$ cat config.mk
export PLATFORM = sky130hd
export DESIGN_NAME = chdr_len_enforcer
export DESIGN_NICKNAME = d
export VERILOG_FILES = /design/src/rtl/chdr_len_enforcer.sv
export SDC_FILE = /design/constraint.sdc
export NUM_CORES = 1
export LEC_CHECK = 0
export BUFFER_PORTS_ARGS = -buffer_cell sky130_fd_sc_hd__buf_4
export CAP_MARGIN = 5
export CELL_PAD_IN_SITES_DETAIL_PLACEMENT = 1
export CELL_PAD_IN_SITES_GLOBAL_PLACEMENT = 2
export CORE_ASPECT_RATIO = 0.5
export CORE_UTILIZATION = 29
export CTS_CLUSTER_DIAMETER = 50
export DETAILED_ROUTE_END_ITERATION = 10
export PLACE_DENSITY = 0.89
export REMOVE_ABC_BUFFERS = 1
export SETUP_SLACK_MARGIN = 0.15
export SYNTH_ARGS = -nofsm -noshare
export SYNTH_HDL_FRONTEND = slang
export SYNTH_SLANG_ARGS = --single-unit
$ cat constraint.sdc
create_clock -name bus_clk -period 3.21 [get_ports bus_clk]
set_clock_uncertainty 0.1 [all_clocks]
set_input_delay 0.4815 -clock bus_clk [delete_from_list [all_inputs] [get_ports bus_clk]]
set_output_delay 0.4815 -clock bus_clk [all_outputs]
set_load 0.1 [all_outputs]
$ cat src/rtl/chdr_len_enforcer.sv
// CHDR length enforcer: forwards host CHDR packets whose length field is sane,
// padding runts, truncating overlong packets and dropping bad headers.
module chdr_len_enforcer #(
  parameter int MTU = 10
) (
  input  logic        bus_clk,
  input  logic        bus_rst,
  input  logic        clear,
  input  logic [63:0] i_tdata,
  input  logic        i_tlast,
  input  logic        i_tvalid,
  output logic        i_tready,
  output logic [63:0] o_tdata,
  output logic        o_tlast,
  output logic        o_tvalid,
  input  logic        o_tready,
  output logic [15:0] drop_cnt,
  output logic [15:0] pad_cnt,
  output logic [15:0] trunc_cnt,
  output logic        busy
);

  typedef enum logic [1:0] {
    IDLE,
    PASS,
    PAD,
    DROP
  } state_t;

  // len is 16 bits, so any MTU of 13 or more admits every length
  localparam logic [16:0] MAX_LEN =
    (MTU >= 13) ? 17'd65535 : 17'(8 << MTU);

  state_t      state;
  state_t      state_nxt;
  logic [15:0] cnt;
  logic [15:0] cnt_nxt;
  logic [15:0] n_q;
  logic [15:0] n_nxt;
  logic [15:0] drop_q;
  logic [15:0] pad_q;
  logic [15:0] trunc_q;
  logic        ev_drop;
  logic        ev_pad;
  logic        ev_trunc;

  logic [1:0]  rst_sr;
  logic        rst_i;

  logic [16:0] len_ext;
  logic [16:0] len_rnd;
  logic [15:0] n_hdr;
  logic        hdr_ok;
  logic        hdr_one;
  logic        last_beat;

  logic [63:0] o_dat;
  logic        o_vld;
  logic        o_last;
  logic        i_rdy;
  logic        i_xfer;
  logic        o_xfer;

  // assert with bus_rst, release two edges later in bus_clk domain
  always_ff @(posedge bus_clk or posedge bus_rst) begin
    if (bus_rst) rst_sr <= 2'b11;
    else         rst_sr <= {rst_sr[0], 1'b0};
  end

  assign rst_i = rst_sr[1];

  assign len_ext   = {1'b0, i_tdata[15:0]};
  assign len_rnd   = len_ext + 17'd7;
  assign n_hdr     = {2'b00, len_rnd[16:3]};
  assign hdr_ok    = (len_ext >= 17'd8) && (len_ext <= MAX_LEN);
  assign hdr_one   = (n_hdr == 16'd1);
  assign last_beat = (cnt == n_q - 16'd1);

  assign o_tdata  = o_dat;
  assign o_tvalid = o_vld & ~rst_i;
  assign o_tlast  = o_last & ~rst_i;
  assign i_tready = i_rdy & ~rst_i;

  assign i_xfer = i_tvalid & i_tready;
  assign o_xfer = o_tvalid & o_tready;

  always_ff @(posedge bus_clk or posedge rst_i) begin
    if (rst_i) begin
      state <= IDLE;
      cnt   <= '0;
      n_q   <= '0;
    end else if (clear) begin
      state <= IDLE;
      cnt   <= '0;
      n_q   <= '0;
    end else begin
      state <= state_nxt;
      cnt   <= cnt_nxt;
      n_q   <= n_nxt;
    end
  end

  always_comb begin
    state_nxt = state;
    cnt_nxt   = cnt;
    n_nxt     = n_q;
    ev_drop   = 1'b0;
    ev_pad    = 1'b0;
    ev_trunc  = 1'b0;
    unique case (state)
      IDLE: begin
        if (i_xfer) begin
          if (!hdr_ok) begin
            ev_drop   = 1'b1;
            state_nxt = i_tlast ? IDLE : DROP;
          end else begin
            n_nxt = n_hdr;
            if (hdr_one) begin
              ev_trunc  = ~i_tlast;
              state_nxt = i_tlast ? IDLE : DROP;
            end else begin
              cnt_nxt   = 16'd1;
              state_nxt = PASS;
            end
          end
        end
      end
      PASS: begin
        if (i_xfer) begin
          if (last_beat) begin
            ev_trunc  = ~i_tlast;
            state_nxt = i_tlast ? IDLE : DROP;
          end else begin
            cnt_nxt = cnt + 16'd1;
            if (i_tlast) begin
              ev_pad    = 1'b1;
              state_nxt = PAD;
            end
          end
        end
      end
      PAD: begin
        if (o_xfer) begin
          if (last_beat) state_nxt = IDLE;
          else           cnt_nxt   = cnt + 16'd1;
        end
      end
      DROP: begin
        if (i_xfer && i_tlast) state_nxt = IDLE;
      end
    endcase
    if (state_nxt == IDLE) cnt_nxt = '0;
  end

  always_comb begin
    o_dat  = i_tdata;
    o_vld  = 1'b0;
    o_last = 1'b0;
    i_rdy  = 1'b0;
    unique case (state)
      IDLE: begin
        if (hdr_ok) begin
          o_vld  = i_tvalid;
          i_rdy  = o_tready;
          o_last = hdr_one;
        end else begin
          i_rdy = 1'b1;
        end
      end
      PASS: begin
        o_vld  = i_tvalid;
        i_rdy  = o_tready;
        o_last = last_beat;
      end
      PAD: begin
        o_dat  = '0;
        o_vld  = 1'b1;
        o_last = last_beat;
      end
      DROP: begin
        i_rdy = 1'b1;
      end
    endcase
  end

  function automatic logic [15:0] sat_inc(
    input logic [15:0] v,
    input logic        en
  );
    return (en && (v != 16'hFFFF)) ? v + 16'd1 : v;
  endfunction

  // clear takes priority over any event in the same cycle
  always_ff @(posedge bus_clk or posedge rst_i) begin
    if (rst_i) begin
      drop_q  <= '0;
      pad_q   <= '0;
      trunc_q <= '0;
    end else if (clear) begin
      drop_q  <= '0;
      pad_q   <= '0;
      trunc_q <= '0;
    end else begin
      drop_q  <= sat_inc(drop_q, ev_drop);
      pad_q   <= sat_inc(pad_q, ev_pad);
      trunc_q <= sat_inc(trunc_q, ev_trunc);
    end
  end

  assign drop_cnt  = drop_q;
  assign pad_cnt   = pad_q;
  assign trunc_cnt = trunc_q;
  assign busy      = (state != IDLE);

endmodule

; ---- Word-level counts from Yosys, hierarchy flattened
; Index checks and enable logic that the tools add are counted.
[totals]
ff_bits = 84
latchBits = 0
ramBits = 0
romBits = 0
inputBits = 70
output_inout_bits = 116
wordCells = 104
mem_count = 0
[classes]
addsub = 6
multipliers = 0
div_mod_pow = 0
order_cmp = 2
n_eq_ne = 13
shift = 0
n_mux = 51
bitwise_logic = 7
reduce_logical = 18
[ops]
columns = cell, n
row1 = two-way mux 16 bit, 18
row2 = "adder 16 x 1 -> 16 bit, second input constant", 4
row3 = two-way mux 64 bit, 1
row4 = "!= test 16 bit, second input constant", 3
row5 = one-hot mux 16 bit (3 select lines), 1
row6 = two-way mux 2 bit, 11
row7 = "!= test 4 bit, second input constant", 5
row8 = "adder 16 x 3 -> 17 bit, second input constant", 1
row9 = equality test 16 bit, 1
row10 = ">= comparator 16 x 4 -> 1 bit, second input constant", 1
row11 = "<= comparator 16 x 14 -> 1 bit, second input constant", 1
row12 = "subtractor 16 x 1 -> 16 bit, second input constant", 1
row13 = two-way mux 1 bit, 15
row14 = "equality test 14 x 1 -> 1 bit, second input constant", 1
row15 = nonzero test 2 bit, 7
row16 = one-hot mux 2 bit (4 select lines), 1
row17 = one-hot mux 1 bit (3 select lines), 2
row18 = AND reduction 6 bit, 1
row19 = bitwise AND 1 bit, 5
row20 = logical AND 1 bit, 5
row21 = nonzero test 5 bit, 1
row22 = "equality test 2 bit, second input constant", 2
row23 = logical NOT 2 bit, 2
row24 = one-hot mux 1 bit (2 select lines), 2
row25 = 4 further kinds, 5

; ---- Logic depth before layout (Yosys ltp)
; Gate-level depths: netlist of run 1.
[logic_depth]
word_depth = 12
ltp_mapped = 14
ltp_nobuf = 11

; ---- Worst setup path after synthesis of run 1
; Ideal clock, no wire load.
[synth_path]
kind = register to output
from = reg n_q[9]
to = out o_tlast
t_arrival_ns = 3.938
required_time_ns = 2.628
slack_ns = -1.309
stages_incl_launch_ff = 8
n_path_buf = 0
path_cell_list = dfrtp_1 or2b_1 o211a_1 or4_4 a211oi_2 and4_2 a21oi_1 nor3_1
[synth_via]
elab_chain_len = 4
[synth_lines]
columns = element, line
row1 = from (decl), 38  ; logic [15:0] n_q;
row2 = from (signal assigned), 99  ; n_q <= n_nxt;
row3 = subtractor 16 x 1 -> 16 bit, 77  ; assign last_beat = (cnt == n_q - 16'd1);
row4 = equality test 16 bit, 77
row5 = one-hot mux 1 bit (2 select lines), 160  ; unique case (state)
row6 = bitwise AND 1 bit, 81  ; assign o_tlast = o_last & ~rst_i;
row7 = to (decl), 14  ; output logic o_tlast,
; No other way between the ends.

; ---- Worst setup path after layout of run 1
; Same ends and word-level chain as after synthesis.

==> results.yml, run 1 <==
floorplan:
  num_io_pins: 186
  initial_core_util_pct: 30.06
  dieWidth_um: 198.9
  coreArea_mm2: 0.01870
  fp-row-count: 35
  fp.dieH_um: 100.4
  dieArea_mm2: 0.01998
timing:
  maxSlewViolCount: 0
  max_freq_mhz: 303.0
  fin_ws_ns: -0.09022
  finalHoldViolCount: 0
  setup_viol: 7
  fin_crit_ns: 3.300
  rsz0062_at_grt: "true"
  period_share_pct: 102.8
  tightestPinTransition_ns: 0.9083
  slew_headroom_pct: 39.45
placement:
  port_buffers: 185
  placed_area_mm2: 0.007467
  dp.final_hpwl_um: 14490
  dp_cells: 1097
  place_congestion: 0.8110
grt:
  antenna_found_initial: 0
  grt_max_degree: 68
  grt_pass1_wl_um: 31130
  grt_usage_pct: 19.86
  overflow: 0
  grt_pass1_vias: 5714
clocking:
  clock_sinks: 82
  clockBufferDepth: 2
  root_buffer: "clkbuf_16"
  cts_inserted_buffers: 9
  clk_latency_ns: 0.35
  cts_tree: "yes"
  htreeDepth: 3
  clk_pin_slew_ns: 0.06
synthesis:
  synth-main-ff-cell: "dfrtp_1"
  synth_edf_count: 0
  synth_cell_types: 67
  netlist_area_mm2: 0.005620
  yosys_warnings: 0
  syn-mean-instance-area_um2: 8.647
  async_flop_share_pct: 100.0
  ys_seq_elements: 82
  ys_seq_area_share_pct: 36.55
  syn_inst: 650
setup_path:
  r2r_cells: 12
  start_kind: "flip-flop"
  arrival_ns: 2.72
  crit_path_end_kind: "output port"
  critPathLaunch: "n_q[9]$_DFFE_PP0P_"
  r2r-start: "n_q[9]$_DFFE_PP0P_"
  reg2reg_setup_slack_ns: -0.05
  path_max_fanout: 4
  cp_data_required_time_ns: 2.63
  worstSetupPathType: "flip-flop to output port"
  reg2reg_to: "trunc_cnt[14]$_DFFE_PP0P_"
  cp-endpoint: "o_tlast"
finish:
  fillers: 2207
  fin_cells: 1132
  area_delta_synth_final_pct: 46.59
  diodes: 0
  nets: 948
  design_area_mm2: 0.008239
  final_common_cell: "buf_4"
  final_cell_mix: "231 x buf_4, 77 x nor2_1, 77 x dfrtp_1, 66 x nor2b_1, 42 x xor2_1"
  drive_gt1_share_pct: 37.46
route:
  drt-initial-drc-count: 333
  routed_wl_um: 20040
  dr_total_vias: 5696
  drt_pass1_iterations: 4
  route.detailed.drc: 0
  ant_nets: 0
  wl_per_cell_um: 17.70
  avgViaCountPerCell: 5.032
power_and_ir_drop:
  p_leak_nw: 3.715
  irDropWorstVdd_mv: 0.3062
  power_w: 0.003824
  p_per_area_mw_per_mm2: 464.1
job:
  timing.max_cap.violations: 0
outcome:
  violations: "negative setup slack"
  outcome: "complete, but fails checks"
min_path:
  min_path_type: "primary input to asynchronous set/reset pin"
-- Yosys cell counts (3+ instances only) --
cell	number	share of area [%]
a211oi_1	13	1.7
ha_1	10	2.2
nand2_1	37	2.5
nor3b_1	5	0.67
or4_1	9	1.2
a31oi_1	9	1.0
mux2i_1	6	1.1
nor2_1	78	5.2
nand2b_1	7	0.78
nand4_1	23	2.6
or3_1	12	1.3
and3_1	15	1.7
xnor2_1	20	3.1
nor2b_1	66	7.3
nor4_1	3	0.33
buf_2	5	0.45
a21oi_2	10	1.6
and4_1	4	0.62
nor3_1	15	1.3
o21ai_0	22	2.0
and2_1	6	0.67
clkbuf_1	24	1.6
dfrtp_1	80	36
inv_1	14	0.93
nand3_1	41	3.7
nand4b_1	5	0.78
xor2_1	43	6.7
a21oi_1	16	1.4
-- sequential cells by signal (all words and copies together) (netlist names) --
name and cells:
drop_cnt 16, n_q 14, cnt 16, state 2, pad_cnt 16, rst_sr 2, trunc_cnt 16
-- cell families (layout without fill, tap and decap cells) --
group | Yosys count | after routing | share of synthesized area, %
AND/OR/NAND/NOR | 346 | 346 | 34.37
AO/OA/AOI/OAI | 92 | 92 | 11.44
flip-flops | 82 | 82 | 36.55
XOR/XNOR | 64 | 64 | 10.22
buffers and inverters | 47 | 270 | 3.651
adder cells (fa/ha/maj) | 10 | 10 | 2.226
multiplexers | 8 | 8 | 1.469
other | 1 | 1 | 0.06672
-- metal layers --
layer / track usage (%) / wire [um]
met1: 26.91 / 9448
met2: 33.16 / 9885
met3: 3.663 / 510
met4: 3.964 / 193
met5: 0 / 0
-- worst min-delay path by stage --
stage,from,to,slack [ns],cells past startpoint
2_1_floorplan,rst_sr[0]$_DFF_PP1_,rst_sr[1]$_DFF_PP1_,0.25,0
6_report,bus_rst,rst_sr[1]$_DFF_PP1_,0.1,2
3_5_place_dp,rst_sr[0]$_DFF_PP1_,rst_sr[1]$_DFF_PP1_,0.25,0
5_1_grt,bus_rst,rst_sr[0]$_DFF_PP1_,0.09,2
3_3_place_gp,rst_sr[0]$_DFF_PP1_,rst_sr[1]$_DFF_PP1_,0.25,0
4_1_cts,bus_rst,rst_sr[0]$_DFF_PP1_,0.08,2
-- metrics by stage --
step	setup TNS, ns	util (%)	hold slack [ns]	setup slack, ns
finish	-0.2092	44.06	0.09633	-0.09022
global route	-2.674	44.06	0.09455	-0.1881
global placement	0	39.93	0.2460	0.05439
detailed placement	-0.2400	39.93	0.2475	-0.09745
floorplan	-28.99	-	0.2452	-1.311
CTS	-0.7404	42.37	0.08310	-0.1648
-- worst max-delay path, stage by stage, from the launching register on --
cell	delay, ns
dfrtp_1	0.42
or2b_1	0.26
o211a_1	0.21
or4_4	0.50
a211oi_4	0.24
and4_4	0.29
a21oi_2	0.07
nor3_2	0.13
buf_6	0.25
-- where the power goes --
part	internal (W)	switching, W	leakage, nW	total [W]
registers	0.00105	0.0000303	1.13	0.00108
logic	0.000437	0.00114	2.42	0.00158
clock network	0.000705	0.000461	0.159	0.00117
total	0.00219	0.00163	3.72	0.00382
-- repair_timing --
action | in CTS | in global routing
hold buffers | 0 | 0
resized for setup | 11 | 44
endpoints found under the setup margin | 23 | 51
cloned | 0 | 1
setup buffers | 10 | 8
pin swaps | 8 | 18
-- final cells by class --
cell class	instances	area, um^2	share of cell area (%)
Sequential cell	82	2058	24.98
Clock buffer	10	239.0	2.901
Inverter	14	53.80	0.6530
Clock inverter	6	90.09	1.093
Timing Repair Buffer	240	1867	22.66
Tap cell	259	324.1	3.933
Multi-Input combinational cell	521	3607	43.78
Power figures use the tool's default switching activity.
==> inputs of run 2 (changes only) <==
==> config.mk (replaced) <==
export PLATFORM = sky130hd
export DESIGN_NAME = chdr_len_enforcer
export DESIGN_NICKNAME = d
export VERILOG_FILES = /design/src/rtl/chdr_len_enforcer.sv
export SDC_FILE = /design/constraint.sdc
export NUM_CORES = 1
export LEC_CHECK = 0
export ABC_AREA = 1
export BUFFER_PORTS_ARGS = -buffer_cell sky130_fd_sc_hd__buf_4
export CAP_MARGIN = 5
export CELL_PAD_IN_SITES_DETAIL_PLACEMENT = 1
export CELL_PAD_IN_SITES_GLOBAL_PLACEMENT = 2
export CORE_ASPECT_RATIO = 0.5
export CORE_UTILIZATION = 28
export CTS_CLUSTER_DIAMETER = 50
export DETAILED_ROUTE_END_ITERATION = 10
export PLACE_DENSITY = 0.91
export REMOVE_ABC_BUFFERS = 1
export SETUP_SLACK_MARGIN = 0.1
export SYNTH_ARGS = -nofsm -noshare
export SYNTH_HDL_FRONTEND = slang
export SYNTH_SLANG_ARGS = --single-unit
==> run 2 against run 1 <==
The run now ends clean. Routed wire length increased by 22%. Non-clock buffer count decreased by 39. First-iteration DRC count down 5.4%. Register-to-register slack better by 0.41 ns. Critical endpoint unchanged. Largest power group unchanged.
==> results.yml, run 2 <==
clocking:
  cts_tree: "yes"
  root_buffer: "clkbuf_16"
  cts_hold_buffers: 0
  cts_inserted_buffers: 9
  htreeDepth: 3
  clockBufferDepth: 2
  clk_pin_slew_ns: 0.06
  clk_latency_ns: 0.34
  clock_sinks: 82
grt:
  grt_usage_pct: 19.60
  grtUsageMet1_pct: 25.32
  grt_pass1_wl_um: 39790
  overflow: 0
  grt_max_degree: 56
  antenna_found_initial: 0
  grtUsageMet2_pct: 34.98
  grt_pass1_vias: 7780
  met3_usage_pct: 2.984
  busiest_layer: "met2"
route:
  wl_per_cell_um: 15.46
  ant_nets: 0
  route.detailed.drc: 0
  avgViaCountPerCell: 4.783
  routed_wl_um: 24360
  drt_pass1_iterations: 5
  drt-initial-drc-count: 315
  dr_total_vias: 7533
timing:
  period_share_pct: 92.07
  maxSlewViolCount: 0
  tightestPinTransition_ns: 0.9918
  setup_viol: 0
  max_freq_mhz: 338.4
  fin_crit_ns: 2.955
  rsz0062_at_grt: "false"
  fin_ws_ns: 0.2547
  finalHoldViolCount: 0
  slew_headroom_pct: 33.80
floorplan:
  fp-row-count: 39
  initial_core_util_pct: 29.20
  num_io_pins: 186
  dieArea_mm2: 0.02499
  coreArea_mm2: 0.02332
  dieWidth_um: 222.6
  fp.dieH_um: 112.3
power_and_ir_drop:
  p_per_area_mw_per_mm2: 632.8
  p_leak_nw: 4.617
  power_w: 0.005675
  irDropWorstVdd_mv: 0.3135
setup_path:
  path_max_fanout: 4
  worstSetupPathType: "flip-flop to output port"
  start_kind: "flip-flop"
  cp_data_required_time_ns: 2.63
  arrival_ns: 2.37
  crit_path_end_kind: "output port"
synthesis:
  synthAdderAreaFrac_pct: 1.837
  synth_top_area_cell: "dfrtp_1"
  synth-compound-area-share_pct: 9.994
  yosysTopAreaCellShare_pct: 29.40
  synth-simple-area-share_pct: 42.13
  async_flop_share_pct: 100.0
  netlist_area_mm2: 0.006810
  syn_inst: 1078
  ys_seq_area_share_pct: 30.17
  yosys_warnings: 0
  synthTopCellsByCount: "234 x nand2_1, 183 x inv_1, 160 x nor2_1"
  yosysMostFrequentCell: "nand2_1"
  yosys-mux-area-fraction_pct: 0
  synth_edf_count: 0
  synth_cell_types: 50
  ys_seq_elements: 82
  syn-mean-instance-area_um2: 6.318
  yosys-top-cells-area: "dfrtp_1 29%, nand2_1 13%, inv_1 10%, nor2_1 8.8%, nand3_1 7.3%"
  synth-main-ff-cell: "dfrtp_1"
  synth_xor_area_share_pct: 2.315
  synth_top_family_by_area: "simple AND/OR/NAND/NOR gates"
finish:
  fillers: 3057
  nets: 1343
  diodes: 0
  final_cell_mix: "233 x nand2_1, 199 x buf_4, 180 x inv_1, 155 x nor2_1, 95 x nand3_1"
  area_delta_synth_final_pct: 31.69
  final_common_cell: "nand2_1"
  drive_gt1_share_pct: 24.68
  post-route-util_pct: 38.45
placement:
  port_buffers: 185
  place_congestion: 0.9243
  dp.final_hpwl_um: 19670
  place_ws_ns: 0.2766
outcome:
  outcome: "finished clean"
min_path:
  min_path_type: "primary input to asynchronous set/reset pin"
job:
  timing.max_cap.violations: 0
## run 2: cell count changes after synthesis, sizes merged, moves of 18 or more
cell	change
inv	+184
xor2	-29
nor2	+97
nand2	+217
nor2b	-66
o21ai	+18
nand3	+66
nor3	+25
a21oi	+21
## run 2: final timing paths
kind	startpoint	end	slack, ns	cells after the start
max in group asynchronous	rst_sr[1]$_DFF_PP1_	n_q[5]$_DFFE_PP0P_	1.84	2
worst min-delay path	bus_rst	rst_sr[0]$_DFF_PP1_	0.07	2
worst max register to register	n_q[9]$_DFFE_PP0P_	trunc_cnt[9]$_DFFE_PP0P_	0.36	17
min in group bus_clk	rst_sr[0]$_DFF_PP1_	rst_sr[1]$_DFF_PP1_	0.26	0
worst min register to register	rst_sr[0]$_DFF_PP1_	rst_sr[1]$_DFF_PP1_	0.26	0
worst max-delay path	n_q[9]$_DFFE_PP0P_	o_tlast	0.25	13
## run 2: what timing repair did
action / CTS / global route
cloned: 0 / 0
setup endpoints to repair: 1 / 1
buffers inserted: 0 / 5
gates resized for setup: 10 / 10
pin swaps: 1 / 9
## run 2: routing by layer
metal  routed length [um]  up-vias
met3                  445       13
met2                12210       71
met4                  195        0
met5                    0        -
li1                     -     3778
met1                11510     3671
## run 2: through the flow
| stage | setup TNS, ns | instances | hold slack (ns) | area [um^2] |
|---|---|---|---|---|
| after floorplan | -6.934 | 1051 | 0.2452 | 6651 |
| after global placement | 0 | 1554 | 0.2466 | 8523 |
| after detailed placement | 0 | 1554 | 0.2546 | 8523 |
| after CTS | 0 | 1570 | 0.05955 | 8891 |
| after global routing | 0 | 1575 | 0.07010 | 8969 |
| final | 0 | 1575 | 0.07175 | 8969 |
## run 2: critical path, stage by stage (launching register included)
cell and delay (ns):
dfrtp_1 0.43, nor2_1 0.21, nand2_1 0.15, nor2_1 0.18, nand2_2 0.08, nand2_1 0.08
nand2_2 0.06, nor2_1 0.09, nand2_1 0.09, nor2_4 0.14, nand3_2 0.08, nor2_1 0.09
o21a_1 0.16, buf_12 0.18
## run 2: cell type report
cell class	count	area, um^2	share of cell area, %
multi-input combinational	767	3904	43.53
timing repair buffer	201	1534	17.10
clock buffer	12	256.5	2.860
sequential	82	2054	22.91
inverter	202	762.0	8.496
tap	307	384.1	4.283
clock inverter	4	73.82	0.8231
## run 2: kinds of logic (layout without fill, tap and decap cells)
logic type               count (synthesis)  in the layout
AND/OR/NAND/NOR                        626            626
buffers and inverters                  229            419
AO/OA/AOI/OAI                          112            112
flip-flops                              82             82
XOR/XNOR                                18             18
adder cells (fa/ha/maj)                 10             10
other                                    1              1
## run 2: report_power, final
group	switching, W	internal (W)	total, W
registers	0.0000391	0.00106	0.00110
logic	0.00272	0.000698	0.00341
clock network	0.000435	0.000725	0.00116
